`config.mk`:
```
export PLATFORM = sky130hd
export DESIGN_NAME = mul_div_unit_flat
export DESIGN_NICKNAME = d
export VERILOG_FILES = /design/src/rtl/mul_div_unit_if.sv /design/src/rtl/mul_div_unit.sv /design/src/flat_wrapper.sv
export SDC_FILE = /design/constraint.sdc
export NUM_CORES = 1
export LEC_CHECK = 0
export CAP_MARGIN = 20
export CORE_ASPECT_RATIO = 0.7
export CORE_UTILIZATION = 53
export CTS_CLUSTER_DIAMETER = 50
export CTS_CLUSTER_SIZE = 12
export DETAILED_ROUTE_END_ITERATION = 7
export PLACE_DENSITY = 0.8
export SETUP_SLACK_MARGIN = 0.3
export SLEW_MARGIN = 20
export SYNTH_ARGS = -nofsm -noshare
export SYNTH_HDL_FRONTEND = slang
export SYNTH_SLANG_ARGS = --single-unit
```
`constraint.sdc`:
```
create_clock -name clk -period 3.6 [get_ports clk]
set_clock_uncertainty 0.05 [all_clocks]
set_input_delay 0.54 -clock clk [delete_from_list [all_inputs] [get_ports clk]]
set_output_delay 0.54 -clock clk [all_outputs]
set_load 0.1 [all_outputs]
```
`src/rtl/mul_div_unit_if.sv`:
```
// rtl/mul_div_unit_if.sv - request/result bundle for the iterative multiply/divide unit
//
// Signals:
//   start, op[1:0], srcA, srcB   request side, driven by the pipeline control (master)
//   busy, done, hi, lo           status and HI/LO results, driven by the unit (slave)
//   we_hi, we_lo, wdata          MTHI/MTLO writes, present only with MDU_HILO_WRITE_EN
interface mul_div_unit_if #(
    parameter int WIDTH = 32
);
    logic             start;
    logic [1:0]       op;
    logic [WIDTH-1:0] srcA;
    logic [WIDTH-1:0] srcB;
    logic             busy;
    logic             done;
    logic [WIDTH-1:0] hi;
    logic [WIDTH-1:0] lo;
`ifdef MDU_HILO_WRITE_EN
    logic             we_hi;
    logic             we_lo;
    logic [WIDTH-1:0] wdata;
`endif

    modport master (
`ifdef MDU_HILO_WRITE_EN
        output we_hi, we_lo, wdata,
`endif
        output start, op, srcA, srcB,
        input  busy, done, hi, lo
    );

    modport slave (
`ifdef MDU_HILO_WRITE_EN
        input  we_hi, we_lo, wdata,
`endif
        input  start, op, srcA, srcB,
        output busy, done, hi, lo
    );
endinterface

```
`src/rtl/mul_div_unit.sv`:
```
// rtl/mul_div_unit.sv - iterative MULT/MULTU/DIV/DIVU unit holding results in HI/LO
//
// Ports:
//   clk    rising-edge clock
//   rst_n  asynchronous active-low reset
//   bus    mul_div_unit_if.slave: start/op/srcA/srcB in, busy/done/hi/lo out
// op: 00 MULTU, 01 MULT, 10 DIVU, 11 DIV. One shift step per cycle; done pulses
// WIDTH+1 edges after the edge that accepted start.
// Optional feature macro: MDU_HILO_WRITE_EN (adds we_hi/we_lo/wdata MTHI/MTLO writes).
module mul_div_unit #(
    parameter int WIDTH = 32
) (
    input  logic          clk,
    input  logic          rst_n,
    mul_div_unit_if.slave bus
);
    localparam int CW = $clog2(WIDTH);

    typedef enum logic [1:0] {S_IDLE, S_CALC, S_SIGN, S_DONE} state_t;

    state_t           state_q;
    logic [CW-1:0]    count_q;
    logic [1:0]       op_q;
    logic             sign_a_q;
    logic             sign_b_q;
    logic             b_zero_q;
    logic [WIDTH-1:0] acc_hi_q;   // product high half / partial remainder
    logic [WIDTH-1:0] acc_lo_q;   // multiplier shifting out / quotient shifting in
    logic [WIDTH-1:0] opb_q;      // |multiplicand| or |divisor|
    logic             busy_q;
    logic             done_q;
    logic [WIDTH-1:0] hi_q;
    logic [WIDTH-1:0] lo_q;

    logic             accept;
    logic             a_neg;
    logic             b_neg;
    logic [WIDTH-1:0] a_mag;
    logic [WIDTH-1:0] b_mag;

    assign accept = bus.start && (state_q == S_IDLE || state_q == S_DONE);
    assign a_neg  = bus.op[0] & bus.srcA[WIDTH-1];
    assign b_neg  = bus.op[0] & bus.srcB[WIDTH-1];
    // Magnitude of 0x80..0 wraps to itself, which is the correct unsigned magnitude.
    assign a_mag  = a_neg ? -bus.srcA : bus.srcA;
    assign b_mag  = b_neg ? -bus.srcB : bus.srcB;

    // Multiply step: conditional add, then shift the 2W+1-bit value right by one.
    logic [WIDTH:0]   mul_sum;
    assign mul_sum = {1'b0, acc_hi_q} + {1'b0, (acc_lo_q[0] ? opb_q : {WIDTH{1'b0}})};

    // Restoring divide step. When the subtraction succeeds the difference is below
    // the divisor, so its low WIDTH bits are exact.
    logic [WIDTH:0]   div_shift;
    logic [WIDTH-1:0] div_diff;
    logic             div_ge;
    assign div_shift = {acc_hi_q, acc_lo_q[WIDTH-1]};
    assign div_diff  = div_shift[WIDTH-1:0] - opb_q;
    assign div_ge    = (div_shift >= {1'b0, opb_q});

    // Sign correction applied on the SIGN -> DONE edge.
    logic [WIDTH-1:0] res_hi;
    logic [WIDTH-1:0] res_lo;
    always_comb begin
        res_hi = acc_hi_q;
        res_lo = acc_lo_q;
        case (op_q)
            2'b01: if (sign_a_q ^ sign_b_q) {res_hi, res_lo} = -{acc_hi_q, acc_lo_q};
            2'b11: begin
                if (sign_a_q ^ sign_b_q) res_lo = -acc_lo_q;
                if (sign_a_q)            res_hi = -acc_hi_q;
            end
            default: ;
        endcase
        // Divide by zero: remainder already equals the dividend after sign
        // correction; the quotient is forced to all ones regardless of signs.
        if (op_q[1] && b_zero_q) res_lo = {WIDTH{1'b1}};
    end

    always_ff @(posedge clk or negedge rst_n) begin
        if (!rst_n) begin
            state_q  <= S_IDLE;
            count_q  <= '0;
            op_q     <= '0;
            sign_a_q <= 1'b0;
            sign_b_q <= 1'b0;
            b_zero_q <= 1'b0;
            acc_hi_q <= '0;
            acc_lo_q <= '0;
            opb_q    <= '0;
            busy_q   <= 1'b0;
            done_q   <= 1'b0;
            hi_q     <= '0;
            lo_q     <= '0;
        end else begin
            case (state_q)
                S_IDLE, S_DONE: begin
                    done_q <= 1'b0;
                    if (accept) begin
                        state_q  <= S_CALC;
                        busy_q   <= 1'b1;
                        count_q  <= '0;
                        op_q     <= bus.op;
                        sign_a_q <= a_neg;
                        sign_b_q <= b_neg;
                        b_zero_q <= (bus.srcB == '0);
                        acc_hi_q <= '0;
                        acc_lo_q <= a_mag;
                        opb_q    <= b_mag;
                    end else begin
                        state_q  <= S_IDLE;
                    end
`ifdef MDU_HILO_WRITE_EN
                    if (bus.we_hi) hi_q <= bus.wdata;
                    if (bus.we_lo) lo_q <= bus.wdata;
`endif
                end
                S_CALC: begin
                    count_q <= count_q + CW'(1);
                    if (op_q[1]) begin
                        if (div_ge) begin
                            acc_hi_q <= div_diff;
                            acc_lo_q <= {acc_lo_q[WIDTH-2:0], 1'b1};
                        end else begin
                            acc_hi_q <= div_shift[WIDTH-1:0];
                            acc_lo_q <= {acc_lo_q[WIDTH-2:0], 1'b0};
                        end
                    end else begin
                        {acc_hi_q, acc_lo_q} <= {mul_sum, acc_lo_q[WIDTH-1:1]};
                    end
                    if (count_q == CW'(WIDTH - 1)) state_q <= S_SIGN;
                end
                S_SIGN: begin
                    state_q <= S_DONE;
                    busy_q  <= 1'b0;
                    done_q  <= 1'b1;
                    hi_q    <= res_hi;
                    lo_q    <= res_lo;
                end
                default: state_q <= S_IDLE;
            endcase
        end
    end

    assign bus.busy = busy_q;
    assign bus.done = done_q;
    assign bus.hi   = hi_q;
    assign bus.lo   = lo_q;
endmodule

```
`src/flat_wrapper.sv`:
```
// flat-port wrapper written by rule: the top's interface ports become plain ports
module mul_div_unit_flat 
#(
    parameter int WIDTH = 32
)
  (clk, rst_n, bus_start, bus_op, bus_srcA, bus_srcB, bus_busy, bus_done, bus_hi, bus_lo);
  mul_div_unit_if #(.WIDTH(WIDTH)) bus_i ();
  input  logic clk;
  input  logic rst_n;
  input wire logic [$bits(bus_i.start)-1:0] bus_start;
  input wire logic [$bits(bus_i.op)-1:0] bus_op;
  input wire logic [$bits(bus_i.srcA)-1:0] bus_srcA;
  input wire logic [$bits(bus_i.srcB)-1:0] bus_srcB;
  output wire logic [$bits(bus_i.busy)-1:0] bus_busy;
  output wire logic [$bits(bus_i.done)-1:0] bus_done;
  output wire logic [$bits(bus_i.hi)-1:0] bus_hi;
  output wire logic [$bits(bus_i.lo)-1:0] bus_lo;
  assign bus_i.start = bus_start;
  assign bus_i.op = bus_op;
  assign bus_i.srcA = bus_srcA;
  assign bus_i.srcB = bus_srcB;
  assign bus_busy = bus_i.busy;
  assign bus_done = bus_i.done;
  assign bus_hi = bus_i.hi;
  assign bus_lo = bus_i.lo;
  mul_div_unit #(.WIDTH(WIDTH)) u_core (.clk(clk), .rst_n(rst_n), .bus(bus_i));
endmodule
```
* Word level (Yosys, flattened, before mapping)
Index checks and enable logic that the tools add are counted.
** Operators by class
- Reductions and logical operators :: 11
- Bitwise operators :: 3
- Order comparisons :: 1
- Add/sub/neg operators :: 8
- Eq/ne operators :: 8
- Div/mod/pow operators :: 0
- Multipliers :: 0
- Muxes and demuxes :: 26
- Shifts and indexed selects :: 0
** Operators by type and width (number)
- $mux 32 :: 13
- $pmux 32 s2 :: 4
- $neg 32->32 :: 4
- $neg 64->64 :: 1
- $add 32x32->33 :: 1
- $ge 33x32->1 :: 1
- $logic_not 32->1 :: 1
- $sub 32x32->32 :: 1
- $pmux 5 s2 :: 1
- $eq 2x2->1 const B :: 3
- $pmux 2 s3 :: 1
- $reduce_and 2->1 :: 3
- $add 5x1->5 const B :: 1
- $eq 5x5->1 const B :: 1
- $mux 5 :: 1
- $eq 2x1->1 const B :: 2
- $ne 2x1->1 const B :: 2
- $pmux 1 s2 :: 2
- $reduce_bool 2->1 :: 2
- $mux 1 :: 3
- $and 1x1->1 :: 2
- $logic_and 1x1->1 :: 2
- $logic_not 2->1 :: 1
- $mux 2 :: 1
- other kinds (3) :: 3
** Storage, ports and cells
- Latch bits :: 0
- Memories :: 0
- Logic and storage cells :: 70
- Bits of input ports :: 69
- ROM bits :: 0
- Register bits :: 174
- Output and inout bits :: 66
- Memory bits (writable) :: 0

* Logic depth before layout (Yosys ltp)
Gate-level depths: netlist of run 1.
- Word-level depth :: 5
- Depth in mapped cells :: 15
- Depth with buffers taken out :: 14

* Worst setup path before layout of run 1
OpenSTA, ideal clock, no wires.
- Kind :: reg2reg
- Start point :: register u_core.acc_lo_q[0]
- End point :: register u_core.acc_hi_q[28]
- Cell stages (with the launch flop) :: 16
- Buffers on the path :: 2
- Library setup time :: 0.087 ns
- Clock period less this slack :: 3.401 ns
- Required time :: 3.463 ns
- Arrival :: 3.264 ns
- Path slack :: 0.199 ns
- Cells stage by stage :: dfrtp_1 > clkbuf_1 > inv_1 > clkbuf_1 > nor2_1 > ha_1 > o21ai_0 > nor2_1 > a41o_1 > a41o_1 > a31oi_1 > a31oi_1 > a41o_1 > a2111oi_0 > a31oi_1 > o211ai_1
** Between the ends
- Cells in the longest elaborated chain, start to end :: 4
** Ends and longest elaborated chain
- from (decl) :: line mul_div_unit.sv:28 : logic [WIDTH-1:0] acc_lo_q;
- from (signal assigned) :: line mul_div_unit.sv:108 : acc_lo_q <= a_mag;
- from (signal assigned) :: line mul_div_unit.sv:123 : acc_lo_q <= {acc_lo_q[WIDTH-2:0], 1'b1};
- from (signal assigned) :: line mul_div_unit.sv:126 : acc_lo_q <= {acc_lo_q[WIDTH-2:0], 1'b0};
- $mux 32 :: line mul_div_unit.sv:50 : assign mul_sum = {1'b0, acc_hi_q} + {1'b0, (acc_lo_q[0] ? opb_q : {WIDTH{1'b0}})};
- $add 32x32->33 :: line mul_div_unit.sv:50
- $mux 32 :: line mul_div_unit.sv:120 : if (op_q[1]) begin
- $pmux 32 s2 :: line mul_div_unit.sv:96 : case (state_q)
- to (signal assigned) :: line mul_div_unit.sv:122 : acc_hi_q <= div_diff;
- to (signal assigned) :: line mul_div_unit.sv:125 : acc_hi_q <= div_shift[WIDTH-1:0];
- to (signal assigned) :: line mul_div_unit.sv:129 : {acc_hi_q, acc_lo_q} <= {mul_sum, acc_lo_q[WIDTH-1:1]};
- to (decl) :: line mul_div_unit.sv:27 : logic [WIDTH-1:0] acc_hi_q;
No other way between the ends.
A chain may end at the register's enable or synchronous reset.

* Worst setup path after layout of run 1
- Start point :: register u_core.acc_lo_q[12]
- End point :: register u_core.hi_q[21], in the netlist u_core.bus.hi[21]
** Between the ends
- Cells in the longest elaborated chain, start to end :: 3
** Ends and longest elaborated chain
- $neg 64->64 :: line mul_div_unit.sv:68 : 2'b01: if (sign_a_q ^ sign_b_q) {res_hi, res_lo} = -{acc_hi_q, acc_lo_q};
- $mux 32 :: line mul_div_unit.sv:68
- $pmux 32 s2 :: line mul_div_unit.sv:67 : case (op_q)
- to (signal assigned) :: line mul_div_unit.sv:137 : hi_q <= res_hi;
- to (decl) :: line mul_div_unit.sv:32 : logic [WIDTH-1:0] hi_q;
No other way between the ends.

==> summary.txt, run 1 <==
Synth
  • Cell Area, Synth: 0.0138 mm2
  • Compound-Gate Fraction of Synth Area: 22.8%
  • Number of synthesized flops with an enable pin: 0
  • Synth cell types: 80
  • Main combinational cell family by area after synthesis: compound AO/OA/AOI/OAI gates
  • Synth Instances: 1701
  • Synth async-reset ratio: 100%
  • Yosys warnings: 0
  • Post-synth top flop: dfrtp_1
  • Post-Synth Simple-Gate Area: 18.2%
  • Synth Area in Adders: 6.92%
  • Sequential area share after synthesis: 31.6%
  • Flops & latches, synth: 174
  • Avg Inst Size Synth: 8.10 um2
  • Mux share of post-synthesis cell area: 5.05%
  • Mapped Nets: 1845
  • XOR/XNOR share of the synthesized area: 11.1%

Critical path
  • CP most frequent cell: nand2b_4
  • Crit-path slowest cell: or4b_4
  • Crit path required time: 3870 ps
  • Crit path largest cell delay: 570 ps
  • RR Startpoint: u_core.acc_lo_q[12]
  • CP startpoint: u_core.acc_lo_q[12]
  • Worst Reg2Reg Path Length in Cells: 10
  • Critical Path End Type: flop
  • Worst-path cell chain: or4_4, or4b_4, nor4_4, a311oi_2, nand2b_4, nand2b_4, nor2_4, a21oi_2, xnor2_1, a21oi_1
  • Crit Reg-Reg Endpoint: u_core.bus.hi[21]
  • Crit path arrival time: 3610 ps
  • Crit Path Max Fanout: 7
  • Worst R2R Setup Slack: 260 ps
  • CP startpoint kind: flop
  • Worst Setup EP: u_core.bus.hi[21]
  • WS Path Type: reg -> reg

STA
  • RSZ-0062 raised after global routing: true
  • Worst hold margin: 73.1 ps
  • Final setup TNS: 0 ps
  • Actual slew at the worst max-slew pin: 999 ps
  • Fin. max-slew vios: 0
  • Fin worst setup slack: 259 ps
  • Crit path time final: 3340 ps
  • Fmax: 0.299 GHz
  • Final setup fails: 0
  • Slew HR: 33.2%
  • Final Hold Fails: 0
  • Final period utilization: 92.8%

CTS
  • Inserted Clock Buffers: 17
  • Root Buffer: clkbuf_16
  • CTS tree: built
  • Clock Latency Late Sink: 440 ps
  • Hold Buf Count CTS: 0
  • CTS Sinks: 174
  • H-tree levels: 4
  • Clock transition at path regs: 70 ps
  • CTS max path bufs: 2

Placed design
  • Setup Slack @ Placement: 50.6 ps
  • GPL Wtd Cong: 1.03
  • DP HPWL: 33.6 mm
  • # port buffers: 134
  • Placed Area: 0.0159 mm2

Status
  • Outcome: complete, no violations

Floorplanning
  • Die X: 195 um
  • DIE AREA: 0.0266 mm2
  • Num rows: 48
  • Starting Density: 54.9%
  • Height of the die: 137 um
  • CORE AREA: 0.0251 mm2
  • IO Pins: 135

Final layout
  • Fin nets: 2017
  • Post-route design area: 0.0170 mm2
  • Layout area overhead: 23.1%
  • Layout cells sized above 1: 12.4%
  • Commonest non-fill, non-tap cell in the layout: nor2_1
  • Antenna diode count: 0
  • Commonest cells after routing, fill and taps aside: nor2_1, nand2_1, dfrtp_1

Routing
  • DRT Wirelength: 44.4 mm
  • Iter 0 DRT Violations: 1372
  • ANT nets after route: 0
  • Remaining DRCs: 0
  • First-pass detailed-route iteration total: 5
  • DR vias: 13616
  • Vias per inst: 6.16
  • Wirelength per Cell: 20.1 um

GRT
  • Largest net degree at the start of global routing: 85
  • First-pass GRT wire length: 68.7 mm
  • Grt ovf: 0
  • GRT Total Usage: 33.3%
  • Vias in the first global route: 12408
  • Initial antenna violation count: 0

Min path
  • Worst min-delay path category: in -> async

Job
  • Max-capacitance violation count: 0
[through the flow]
step           instances  util [%]
2_1_floorplan       1701         -
3_3_place_gp        2155      63.3
3_5_place_dp        2155      63.3
4_1_cts             2188      65.8
5_1_grt             2211      67.5
6_report            2211      67.5
[state kept, by name (all words and copies together) (netlist names)]
name	flops
u_core.bus.hi	32
u_core.count_q	5
u_core.acc_hi_q	32
u_core.op_q	2
u_core.acc_lo_q	32
u_core.bus.lo	32
u_core.state_q	2
u_core.b_zero_q	1
u_core.bus.done	1
u_core.sign_b_q	1
u_core.bus.busy	1
u_core.opb_q	32
u_core.sign_a_q	1
[synth_stat cells (3+ instances only)]
| cell | count | share of area (%) |
|---|---|---|
| or4_1 | 10 | 0.55 |
| nor2_1 | 182 | 5.0 |
| nor3_1 | 34 | 1.2 |
| and4_1 | 4 | 0.25 |
| o21ai_0 | 150 | 5.5 |
| or4_4 | 4 | 0.33 |
| a221o_1 | 3 | 0.22 |
| nor4_1 | 12 | 0.55 |
| ha_1 | 73 | 6.6 |
| o21ai_1 | 22 | 0.80 |
| nand3b_1 | 3 | 0.16 |
| inv_1 | 63 | 1.7 |
| dfrtp_1 | 174 | 32 |
| mux2_2 | 16 | 1.3 |
| xnor2_1 | 105 | 6.7 |
| mux2i_1 | 50 | 3.6 |
| buf_1 | 12 | 0.33 |
| buf_2 | 4 | 0.15 |
| and3_1 | 10 | 0.45 |
| or3_1 | 12 | 0.55 |
| nor2b_1 | 7 | 0.32 |
| a31oi_1 | 26 | 1.2 |
| a211oi_1 | 6 | 0.33 |
| o221ai_1 | 6 | 0.38 |
| and2_1 | 10 | 0.45 |
| o31ai_1 | 20 | 1.1 |
| nand3_1 | 22 | 0.80 |
| or2_2 | 3 | 0.14 |
| o22ai_1 | 4 | 0.18 |
| o21bai_1 | 7 | 0.38 |
| nand4_1 | 11 | 0.50 |
| a22oi_1 | 7 | 0.38 |
| a22o_1 | 4 | 0.25 |
| o211ai_1 | 13 | 0.71 |
| o41ai_1 | 8 | 0.51 |
| nand2_1 | 183 | 5.0 |
| xor2_1 | 70 | 4.5 |
| o21a_1 | 15 | 0.82 |
| a21oi_1 | 166 | 6.0 |
| nand2b_1 | 13 | 0.59 |
| clkbuf_1 | 73 | 2.0 |
| o31a_1 | 3 | 0.19 |
| a21o_1 | 33 | 1.8 |
| a41o_1 | 4 | 0.29 |
[how the worst min path moves through the flow]
| stage | from | to | slack, ps | cells after the start |
|---|---|---|---|---|
| after floorplan | rst_n | u_core.acc_hi_q[0] | 190 | 0 |
| after global placement | u_core.count_q[4] | u_core.count_q[4] | 410 | 2 |
| after detailed placement | u_core.opb_q[21] | u_core.opb_q[21] | 420 | 2 |
| after CTS | rst_n | u_core.bus.done | 100 | 1 |
| after global routing | rst_n | u_core.bus.done | 130 | 1 |
| final | rst_n | u_core.bus.done | 70 | 1 |
[worst max-delay path: cells and delay by family, from the launching register on]
family	cells	cell delay, ps
and+or+nand+nor	6	2070
DFF	1	450
AOI/OAI and AO/OA	3	390
xor gates and xnor gates	1	260
[routing by layer]
| metal | track usage [%] | part of all wire, % |
|---|---|---|
| met2 | 43.3 | 38 |
| met3 | 14.1 | 15 |
| met4 | 5.56 | 0.78 |
| met5 | 0 | 0 |
| met1 | 50.4 | 46 |
[layout make-up]
type | instances | area (um2)
multi-input cells | 1374 | 9130
fillers | 2081 | 8150
flip-flops and latches | 174 | 4360
repair buffers | 243 | 2240
clock buffers | 20 | 447
well taps | 325 | 407
inverters | 63 | 236
clock inverters | 12 | 125
[what timing repair did]
item / 4_1_cts / 5_1_grt
buffers inserted: 1 / 22
pin swaps: 2 / 27
resized for setup: 11 / 55
cloned: 0 / 1
setup endpoints to repair: 22 / 50
[logic make-up after synthesis]
group | after synthesis
flip-flops | 174
XOR/XNOR | 175
adder cells (fa/ha/maj) | 75
AND/OR/NAND/NOR | 536
AO/OA/AOI/OAI | 521
multiplexers | 67
buffers and inverters | 153
Power of run 1 is not shown: default switching activity piles up to over one toggle a cycle in this logic, so the estimate is an artifact.
==> run 2, diff against run 1 <==
--- a/config.mk
+++ b/config.mk
@@ -5,6 +5,7 @@
 export SDC_FILE = /design/constraint.sdc
 export NUM_CORES = 1
 export LEC_CHECK = 0
+export ABC_CLOCK_PERIOD_IN_PS = 2880
 export CAP_MARGIN = 20
 export CORE_ASPECT_RATIO = 0.7
 export CORE_UTILIZATION = 53
==> constraint.sdc (replaced) <==
create_clock -name clk -period 2.88 [get_ports clk]
set_clock_uncertainty 0.05 [all_clocks]
set_input_delay 0.432 -clock clk [delete_from_list [all_inputs] [get_ports clk]]
set_output_delay 0.432 -clock clk [all_outputs]
set_load 0.1 [all_outputs]
==> run 2 against run 1 <==
Die area stayed put; first-iteration DRC count grew 55%; setup slack got worse by 700 ps; maximum frequency increased by 0.47%; via count increased by 17%; worst hold slack improved by 350 ps; count of clock-buffer cells in the layout fell by 1; sequential share of layout area shrank 3.8 points; register-to-register slack lost 700 ps; critical path type unchanged; the flow now finishes with violations (setup timing); flip-flop and latch count unchanged; final cell count up 11%; critical path depth increased by 5.
==> summary.txt, run 2 (synthesized netlist as in run 1, its figures left out) <==
STA
  • Actual slew at the worst max-slew pin: 1280 ps (was 999 ps)
  • Crit path time final: 3320 ps (was 3340 ps)
  • RSZ-0062 raised after global routing: true (unchanged)
  • Fmax: 0.301 GHz (was 0.299 GHz)
  • Fin worst setup slack: -445 ps (was 259 ps)
  • Final period utilization: 115% (was 92.8%)
  • Final Hold Fails: 0 (unchanged)
  • Final setup fails: 70 (was 0)
  • Fin. max-slew vios: 0 (unchanged)
  • Slew HR: 14.5% (was 33.2%)

GRT
  • First-pass GRT wire length: 77.4 mm (was 68.7 mm)
  • Largest net degree at the start of global routing: 91 (was 85)
  • GRT Total Usage: 37.8% (was 33.3%)
  • Grt ovf: 0 (unchanged)
  • Initial antenna violation count: 1 (was 0)
  • Vias in the first global route: 13941 (was 12408)

Routing
  • First-pass detailed-route iteration total: 8 (was 5)
  • Vias per inst: 6.49 (was 6.16)
  • Remaining DRCs: 0 (unchanged)
  • Iter 0 DRT Violations: 2124 (was 1372)
  • Wirelength per Cell: 22.6 um (was 20.1 um)
  • ANT nets after route: 0 (unchanged)
  • DRT Wirelength: 55.5 mm (was 44.4 mm)
  • DR vias: 15890 (was 13616)

Critical path
  • Crit path arrival time: 3610 ps (about the same)
  • Worst Reg2Reg Path Length in Cells: 15 (was 10)
  • Crit Path Max Fanout: 6 (was 7)
  • Crit-path slowest cell: o311ai_1 (was or4b_4)
  • CP startpoint kind: flop (unchanged)
  • CP startpoint: u_core.acc_hi_q[17] (was u_core.acc_lo_q[12])
  • Crit Reg-Reg Endpoint: u_core.acc_hi_q[13] (was u_core.bus.hi[21])
  • Critical Path End Type: flop (unchanged)
  • Worst-path cell chain: buf_6, ha_4, a21oi_1, buf_4, o311ai_1, o31ai_2, and4_4, o31ai_4, buf_4, buf_6, buf_12, mux2i_1, nand2_1, o21ai_1, o21ai_1 (was or4_4, or4b_4, nor4_4, a311oi_2, nand2b_4, nand2b_4, nor2_4, a21oi_2, xnor2_1, a21oi_1)
  • WS Path Type: reg -> reg (unchanged)
  • Crit path largest cell delay: 490 ps (was 570 ps)
  • Crit path required time: 3160 ps (was 3870 ps)
  • Worst Setup EP: u_core.acc_hi_q[13] (was u_core.bus.hi[21])
  • Worst R2R Setup Slack: -440 ps (was 260 ps)
  • RR Startpoint: u_core.acc_hi_q[17] (was u_core.acc_lo_q[12])

CTS
  • Clock transition at path regs: 80 ps (was 70 ps)
  • Clock Latency Late Sink: 460 ps (was 440 ps)
  • CTS Sinks: 174 (unchanged)
  • Inserted Clock Buffers: 17 (unchanged)
  • CTS max path bufs: 2 (unchanged)
  • H-tree levels: 4 (unchanged)
  • CTS tree: built (unchanged)
  • Root Buffer: clkbuf_16 (unchanged)

Min path
  • Worst min-delay path category: in -> reg (was in -> async)
  • HP Start: bus_srcA[6]
  • Hold depth: 5

Placed design
  • GPL Wtd Cong: 0.997 (was 1.03)
  • DP HPWL: 35.4 mm (was 33.6 mm)
  • # port buffers: 134 (unchanged)

Final layout
  • Commonest non-fill, non-tap cell in the layout: buf_4 (was nor2_1)
  • Layout area overhead: 44.7% (was 23.1%)
  • Layout Utilization: 79.4% (was 67.5%)
  • Commonest cells after routing, fill and taps aside: buf_4, nand2_1, nor2_1 (was nor2_1, nand2_1, dfrtp_1)
  • Fin nets: 2256 (was 2017)
  • Layout cells sized above 1: 33.0% (was 12.4%)
  • Antenna diode count: 0 (unchanged)

Floorplanning
  • Num rows: 48 (unchanged)
  • Die X: 195 um (unchanged)
  • Height of the die: 137 um (unchanged)
  • DIE AREA: 0.0266 mm2 (unchanged)
  • IO Pins: 135 (unchanged)
  • CORE AREA: 0.0251 mm2 (unchanged)
  • Starting Density: 54.9% (unchanged)

Job
  • Max-capacitance violation count: 0 (unchanged)

Status
  • Outcome: complete, but fails checks (was complete, no violations)
  • Failing checks: setup timing
run 2: through the flow:
stage / cells / setup slack, ps / instance area, um2 / hold slack (ps) / setup TNS, ps
after floorplan: 1701 / -202 / 14100 / 86.4 / -1190
after global placement: 2334 / -282 / 17300 / 384 / -9310
after detailed placement: 2334 / -319 / 17300 / 389 / -12790
after CTS: 2426 / -221 / 19200 / 435 / -5840
after global routing: 2450 / -455 / 19900 / 447 / -20860
final: 2450 / -445 / 19900 / 421 / -17230
run 2: layout make-up:
class	instances	area (um2)
Timing Repair inverter	1	8.76
Timing Repair Buffer	481	4120
Tap cell	325	407
Clock buffer	19	443
Multi-Input combinational cell	1374	10200
Clock inverter	13	129
Inverter	63	244
Fill cell	1550	5180
Sequential cell	174	4370
run 2: worst max-delay path: cells and delay by family, from the launching register on:
family                     cells  cell delay [ps]
AOI/OAI and AO/OA              6             1120
adders and majority gates      1              290
buffers and inverters          5              700
DFF                            1              420
muxes                          1              220
and+or+nand+nor                2              370
run 2: worst min path at each step:
stage | end | slack (ps)
after floorplan | u_core.acc_hi_q[0] | 90
after global placement | u_core.acc_hi_q[30] | 380
after detailed placement | u_core.acc_hi_q[30] | 390
after CTS | u_core.opb_q[10] | 440
after global routing | u_core.acc_lo_q[6] | 450
final | u_core.acc_lo_q[6] | 420
run 2: routing by layer:
layer	track usage (%)	part of all wire [%]	vias to the layer above
met4	8.86	3.4	2
met1	54.8	40	7538
li1	-	-	6856
met2	53.8	41	1273
met3	12.6	15	221
met5	0	0.023	-
run 2: what timing repair did:
item	4_1_cts	5_1_grt
gates cloned	4	0
pin swaps	86	108
buffers inserted	55	24
endpoints found under the setup margin	90	93
resized for setup	174	123
hold endpoints to repair	47	0
hold buffers	1	0
Power of run 2 is left out for the same reason.
